--- config.mk ---
export PLATFORM = sky130hd
export DESIGN_NAME = lname_mbus_member_ctrl_gen
export DESIGN_NICKNAME = d
export VERILOG_FILES = /design/src/rtl/lname_mbus_pkg.sv /design/src/rtl/lname_mbus_int_chan.sv /design/src/rtl/lname_mbus_member_ctrl_gen.sv
export SDC_FILE = /design/constraint.sdc
export NUM_CORES = 1
export LEC_CHECK = 0
export CORE_MARGIN = 2
export CORE_UTILIZATION = 45
export CTS_BUF_LIST = sky130_fd_sc_hd__clkbuf_16
export CTS_CLUSTER_DIAMETER = 200
export DETAILED_ROUTE_END_ITERATION = 6
export GPL_ROUTABILITY_DRIVEN = 0
export PLACE_DENSITY = 0.78
export REMOVE_ABC_BUFFERS = 1
export SLEW_MARGIN = 20
export SYNTH_ARGS = -nofsm -noshare
export SYNTH_HDL_FRONTEND = slang
export SYNTH_SLANG_ARGS = --single-unit
--- constraint.sdc ---
create_clock -name CLK -period 1.9 [get_ports CLK]
set_input_delay 0.38 -clock CLK [delete_from_list [all_inputs] [get_ports CLK]]
set_output_delay 0.38 -clock CLK [all_outputs]
set_load 0.01 [all_outputs]
--- src/rtl/lname_mbus_pkg.sv ---
// Shared definitions for the MBus member power/interrupt controller.
package lname_mbus_pkg;

  // Power-gating FSM states; the encoding is exported on PG_STATE for debug.
  typedef enum logic [2:0] {
    ST_SLEEP    = 3'd0,
    ST_WAKE_PWR = 3'd1,
    ST_WAKE_RST = 3'd2,
    ST_ACTIVE   = 3'd3,
    ST_GO_ISO   = 3'd4,
    ST_GO_RST   = 3'd5
  } pg_state_e;

  // Legal configuration ranges.
  localparam int unsigned NUM_WAKE_MIN = 1;
  localparam int unsigned NUM_WAKE_MAX = 8;
  localparam int unsigned ADDR_W_MIN   = 4;
  localparam int unsigned ADDR_W_MAX   = 8;
  localparam int unsigned DLY_MIN      = 1;
  localparam int unsigned DLY_MAX      = 15;

  // Width of the wake-sequence delay counter.
  localparam int unsigned DLY_CNT_W    = 4;

endpackage

--- src/rtl/lname_mbus_int_chan.sv ---
// One wakeup/interrupt channel: rising-edge detect on the request level and
// the pending flop that drives EXTERNAL_INT.
module lname_mbus_int_chan (
  input  logic clk,
  input  logic rst_n,
  input  logic wakeup_req,
  input  logic clr_req,
  input  logic set_en,
  input  logic clr_en,
  output logic pending,
  output logic pend_rise
);

  logic req_prev_q, req_prev_d;
  logic pend_q, pend_d;
  logic set_w;

  // Edge detect and pending update; a set in the same cycle as a clear wins.
  always_comb begin
    req_prev_d = wakeup_req;
    set_w      = set_en & wakeup_req & ~req_prev_q;
    pend_d     = pend_q;
    if (clr_req && clr_en) pend_d = 1'b0;
    if (set_w)             pend_d = 1'b1;
  end

  // Channel state registers.
  always_ff @(posedge clk or negedge rst_n) begin
    if (!rst_n) begin
      req_prev_q <= 1'b0;
      pend_q     <= 1'b0;
    end else begin
      req_prev_q <= req_prev_d;
      pend_q     <= pend_d;
    end
  end

  assign pending   = pend_q;
  assign pend_rise = set_w & ~pend_q;

endmodule

--- src/rtl/lname_mbus_member_ctrl_gen.sv ---
// MBus member controller: power-gating sequencer, per-channel interrupt
// pending/bus-request logic and the short-prefix address register.
module lname_mbus_member_ctrl_gen
  import lname_mbus_pkg::*;
#(
  parameter int unsigned NUM_WAKE = 1,
  parameter int unsigned ADDR_W   = 4,
  parameter int unsigned PWR_DLY  = 2,
  parameter int unsigned ISO_DLY  = 1
) (
  input  logic                CLK,
  input  logic                RESETn,
  input  logic                SLEEP_REQ,
  input  logic                BUS_WAKE,
  input  logic [NUM_WAKE-1:0] WAKEUP_REQ,
  input  logic [NUM_WAKE-1:0] CLR_EXT_INT,
  input  logic                MBUS_BUSY,
  input  logic                LRC_SLEEP,
  input  logic                BUS_GRANT,
  input  logic                ADDR_WR_EN,
  input  logic                ADDR_CLR_B,
  input  logic [ADDR_W-1:0]   ADDR_IN,
  output logic                MBC_SLEEP,
  output logic                MBC_SLEEP_B,
  output logic                MBC_ISOLATE,
  output logic                MBC_ISOLATE_B,
  output logic                MBC_RESET,
  output logic                MBC_RESET_B,
  output logic [NUM_WAKE-1:0] EXTERNAL_INT,
  output logic                INT_BUS_REQ,
  output logic [ADDR_W-1:0]   ADDR_OUT,
  output logic                ADDR_VALID,
  output logic [2:0]          PG_STATE
);

  if (NUM_WAKE < NUM_WAKE_MIN || NUM_WAKE > NUM_WAKE_MAX ||
      ADDR_W < ADDR_W_MIN || ADDR_W > ADDR_W_MAX ||
      PWR_DLY < DLY_MIN || PWR_DLY > DLY_MAX ||
      ISO_DLY < DLY_MIN || ISO_DLY > DLY_MAX) begin : g_cfg_err
    $error("lname_mbus_member_ctrl_gen: parameter out of legal range");
  end

  // The counter is loaded with DLY-1 on entry and the exit fires when it
  // reads zero, so each wake phase lasts exactly DLY cycles.
  localparam logic [DLY_CNT_W-1:0] PWR_LOAD = DLY_CNT_W'(PWR_DLY - 1);
  localparam logic [DLY_CNT_W-1:0] ISO_LOAD = DLY_CNT_W'(ISO_DLY - 1);

  pg_state_e              state_q, state_d;
  logic [DLY_CNT_W-1:0]   cnt_q, cnt_d;
  logic                   sleep_q, sleep_d;
  logic                   iso_q, iso_d;
  logic                   rst_q, rst_d;
  logic                   ibr_q, ibr_d;
  logic [ADDR_W-1:0]      addr_q, addr_d;
  logic                   av_q, av_d;

  logic [NUM_WAKE-1:0]    pend;
  logic [NUM_WAKE-1:0]    pend_rise;
  logic                   set_en;
  logic                   clr_en;

  assign set_en = LRC_SLEEP & ~(MBUS_BUSY & (state_q == ST_ACTIVE));
  assign clr_en = ~iso_q;

  for (genvar g = 0; g < NUM_WAKE; g++) begin : g_chan
    lname_mbus_int_chan u_chan (
      .clk        (CLK),
      .rst_n      (RESETn),
      .wakeup_req (WAKEUP_REQ[g]),
      .clr_req    (CLR_EXT_INT[g]),
      .set_en     (set_en),
      .clr_en     (clr_en),
      .pending    (pend[g]),
      .pend_rise  (pend_rise[g])
    );
  end

  // Next state and delay counter; control outputs decoded from the next state
  // so they are registered alongside it.
  always_comb begin
    state_d = state_q;
    cnt_d   = cnt_q;
    case (state_q)
      ST_SLEEP: begin
        if (BUS_WAKE || (|pend)) begin
          state_d = ST_WAKE_PWR;
          cnt_d   = PWR_LOAD;
        end
      end
      ST_WAKE_PWR: begin
        if (cnt_q == '0) begin
          state_d = ST_WAKE_RST;
          cnt_d   = ISO_LOAD;
        end else begin
          cnt_d = cnt_q - DLY_CNT_W'(1);
        end
      end
      ST_WAKE_RST: begin
        if (cnt_q == '0) state_d = ST_ACTIVE;
        else             cnt_d   = cnt_q - DLY_CNT_W'(1);
      end
      ST_ACTIVE: begin
        if (SLEEP_REQ && !MBUS_BUSY) state_d = ST_GO_ISO;
      end
      ST_GO_ISO: state_d = ST_GO_RST;
      ST_GO_RST: state_d = ST_SLEEP;
      default:   state_d = ST_SLEEP;
    endcase
    sleep_d = (state_d == ST_SLEEP);
    iso_d   = (state_d != ST_ACTIVE);
    rst_d   = (state_d == ST_SLEEP) || (state_d == ST_WAKE_PWR) ||
              (state_d == ST_GO_RST);
  end

  // Power-gating FSM registers.
  always_ff @(posedge CLK or negedge RESETn) begin
    if (!RESETn) begin
      state_q <= ST_SLEEP;
      cnt_q   <= '0;
      sleep_q <= 1'b1;
      iso_q   <= 1'b1;
      rst_q   <= 1'b1;
    end else begin
      state_q <= state_d;
      cnt_q   <= cnt_d;
      sleep_q <= sleep_d;
      iso_q   <= iso_d;
      rst_q   <= rst_d;
    end
  end

  // Bus request and address register; address inputs are ignored while isolated.
  always_comb begin
    ibr_d  = (|pend_rise) | (ibr_q & ~BUS_GRANT);
    addr_d = addr_q;
    av_d   = av_q;
    if (!iso_q) begin
      if (!ADDR_CLR_B) begin
        addr_d = '1;
        av_d   = 1'b0;
      end else if (ADDR_WR_EN) begin
        addr_d = ADDR_IN;
        av_d   = 1'b1;
      end
    end
  end

  // Interrupt request and address registers.
  always_ff @(posedge CLK or negedge RESETn) begin
    if (!RESETn) begin
      ibr_q  <= 1'b0;
      addr_q <= '1;
      av_q   <= 1'b0;
    end else begin
      ibr_q  <= ibr_d;
      addr_q <= addr_d;
      av_q   <= av_d;
    end
  end

  assign MBC_SLEEP     = sleep_q;
  assign MBC_SLEEP_B   = ~sleep_q;
  assign MBC_ISOLATE   = iso_q;
  assign MBC_ISOLATE_B = ~iso_q;
  assign MBC_RESET     = rst_q;
  assign MBC_RESET_B   = ~rst_q;
  assign EXTERNAL_INT  = pend;
  assign INT_BUS_REQ   = ibr_q;
  assign ADDR_OUT      = addr_q;
  assign ADDR_VALID    = av_q;
  assign PG_STATE      = state_q;

endmodule
==> impl_metrics.json <==
{
  "status": "completed",
  "drtIter0Drc": 17,
  "std_cell_rows": 16,
  "fmax_ghz": 0.565,
  "cts-root-buf": "clkbuf_16",
  "synth_top_area_share_pct": 28.5,
  "wire_per_inst_um": 14.1,
  "drc": 0,
  "n_antenna_cell": 0,
  "cts_hold_buf": 0,
  "grt_pass1_wl_mm": 3.73,
  "grt.total_usage_pct": 19.3,
  "rsz0062_at_grt": "no",
  "fillers": 145,
  "drv_cap": 0,
  "hold_class": "input pin to asynchronous set/reset pin",
  "clk_latency_ns": 0.25,
  "grt_pass1_vias": 863,
  "antenna_found_initial": 0,
  "finalCritPeriodShare_pct": 93.1,
  "cts_tree": "done",
  "areaGrowthSynthToFinish_pct": 45.7,
  "cts_resized": 0,
  "grt_overflow": 0,
  "synth_area_per_cell_um2": 10.1,
  "arrival_ns": 1.39,
  "whs_ns": 0.459,
  "die-height_um": 50.4,
  "path_clk_slew_ns": 0.05,
  "port_buffers": 30,
  "yosysSeqAreaShare_pct": 47.5,
  "synthDistinctLibCells": 37,
  "cp.required_ns": 1.52,
  "htree_levels": 1,
  "netlist_area_um2": 967,
  "vias_per_cell": 5.52,
  "drt-total-wl_mm": 2.25,
  "ant_nets": 0,
  "drive_above_1_share_pct": 17.3,
  "synthArstFlopShare_pct": 100,
  "worst_pin_slew_ns": 0.308,
  "first_pass_iters": 6,
  "num_vias": 883,
  "cts_buffers": 3,
  "final-setup-viol-count": 0,
  "dp_hpwl_mm": 1.65,
  "design.core.area_um2": 2000,
  "final_net_count": 151,
  "synth_common_cells": "11 x dfrtp_1, 10 x inv_1, 7 x dfstp_2",
  "tns_ns": 0,
  "ir_worst_vdd_mv": 1.17,
  "io_pins": 31,
  "ys.flop_type": "dfrtp_1",
  "crit_fanout": 5,
  "yosys_warnings": 0,
  "pwr_density_cell_nw_per_um2": 1700,
  "startpoint_type": "flop",
  "cts.sinks": 18,
  "dieWidth_um": 50.4,
  "synthTopCellsByArea": "dfrtp_1 28%, dfstp_2 19%, inv_1 3.9%, o22ai_1 3.9%, a2bb2oi_1 3.6%",
  "initial_utilization_pct": 48.3,
  "finClkSkew_ns": 0.00326,
  "path_class": "flop to output port",
  "slew_violations": 0,
  "cts_setup_buffers": 0,
  "relSlewSlack_pct": 79.3,
  "grt_max_degree": 19,
  "critPathCaptureType": "output port",
  "synth_top_area_cell": "dfrtp_1",
  "synth_most_common_cell": "dfrtp_1",
  "synthCells": 96,
  "synth_seq_cells": 18,
  "period_needed_ns": 1.77,
  "leakage_nw": 0.589,
  "hold_viol": 0,
  "synth-edff-count": 0,
  "cts_max_path_buffers": 2,
  "die_area_um2": 2540
}
[sequential cells by signal, summed over array words and instances, names as in the netlist]
register,cells
ADDR_VALID,1
INT_BUS_REQ,1
PG_STATE,3
ADDR_OUT,4
g_chan.u_chan.req_prev_q,1
cnt_q,4
g_chan.u_chan.pending,1
MBC_ISOLATE,1
MBC_RESET,1
MBC_SLEEP,1
[stage by stage]
| stage | cells | utilization (%) | total power (W) | worst slack (ns) | area (µm²) |
|---|---|---|---|---|---|
| floorplan | 92 | - | 0.00139 | 0.233 | 943 |
| global placement | 156 | 66.4 | 0.00193 | 0.232 | 1330 |
| detailed placement | 156 | 66.4 | 0.00196 | 0.180 | 1330 |
| CTS | 160 | 70.4 | 0.00240 | 0.131 | 1410 |
| global route | 160 | 70.4 | 0.00255 | 0.0235 | 1410 |
| finish | 160 | 70.4 | 0.00239 | 0.130 | 1410 |
[logic make-up (layout without fill, tap and decap cells)]
kind of cell | Yosys count | in the layout | synth area share, %
AOI/OAI and AO/OA | 30 | 30 | 24.1
xor gates and xnor gates | 1 | 1 | 0.906
adders and majority gates | 2 | 2 | 2.59
buffers and inverters | 14 | 51 | 6.34
DFF | 18 | 18 | 47.5
and+or+nand+nor | 31 | 31 | 18.6
[per-layer routing]
layer	global-route usage, %	routed length [µm]	share of wire, %
met3	4.17	97	4.3
met4	7.66	50	2.2
met5	0	0	0
met1	23.0	979	43
met2	33.6	1130	50
[worst max-delay path, stage by stage (launching register included)]
cell and delay (ns):
dfstp_2 0.56, inv_1 0.10, clkdlybuf4s50_1 0.49
[power by group]
| part | internal (W) | switching, W |
|---|---|---|
| registers | 0.000595 | 0.000167 |
| logic | 0.000670 | 0.000539 |
| clock network | 0.000280 | 0.000139 |
| total | 0.00154 | 0.000845 |
[layout make-up]
cell class                      instances  area, µm²  area share, %
Multi-Input combinational cell         64        447           31.7
Clock inverter                          1       3.75          0.266
Sequential cell                        18        459           32.6
Clock buffer                            3       75.1           5.33
Inverter                               10       37.5           2.66
Tap cell                               27       33.8           2.40
Timing Repair Buffer                   37        353           25.0
[worst paths after layout]
kind                                         start                       to  slack [ns]  cells after the start
setup / recovery             MBC_ISOLATE$_DFF_PN1_            MBC_ISOLATE_B        0.13                      2
hold / removal                              RESETn     cnt_q[0]$_DFFE_PN0P_        0.46                      2
setup reg to reg              cnt_q[1]$_DFFE_PN0P_     cnt_q[0]$_DFFE_PN0P_        0.16                      5
hold reg to reg            ADDR_OUT[0]$_DFFE_PN1P_  ADDR_OUT[0]$_DFFE_PN1P_        0.50                      1
max in group asynchronous                   RESETn  ADDR_OUT[2]$_DFFE_PN1P_        1.18                      2
min in group CLK           ADDR_OUT[0]$_DFFE_PN1P_  ADDR_OUT[0]$_DFFE_PN1P_        0.50                      1
[cells in the final DEF, fill, tap and decap left out, types with 4 or more instances in the layout]
| cell type | n |
|---|---|
| clkdlybuf4s50_1 | 30 |
| dfrtp_1 | 11 |
| inv_1 | 10 |
| dfstp_2 | 7 |
| buf_4 | 7 |
| nand2_1 | 6 |
| o22ai_1 | 6 |
| nor2_1 | 5 |
| o21ai_0 | 5 |
| nand2b_1 | 4 |
| a2bb2oi_1 | 4 |
(Power assumes the default switching activity.)
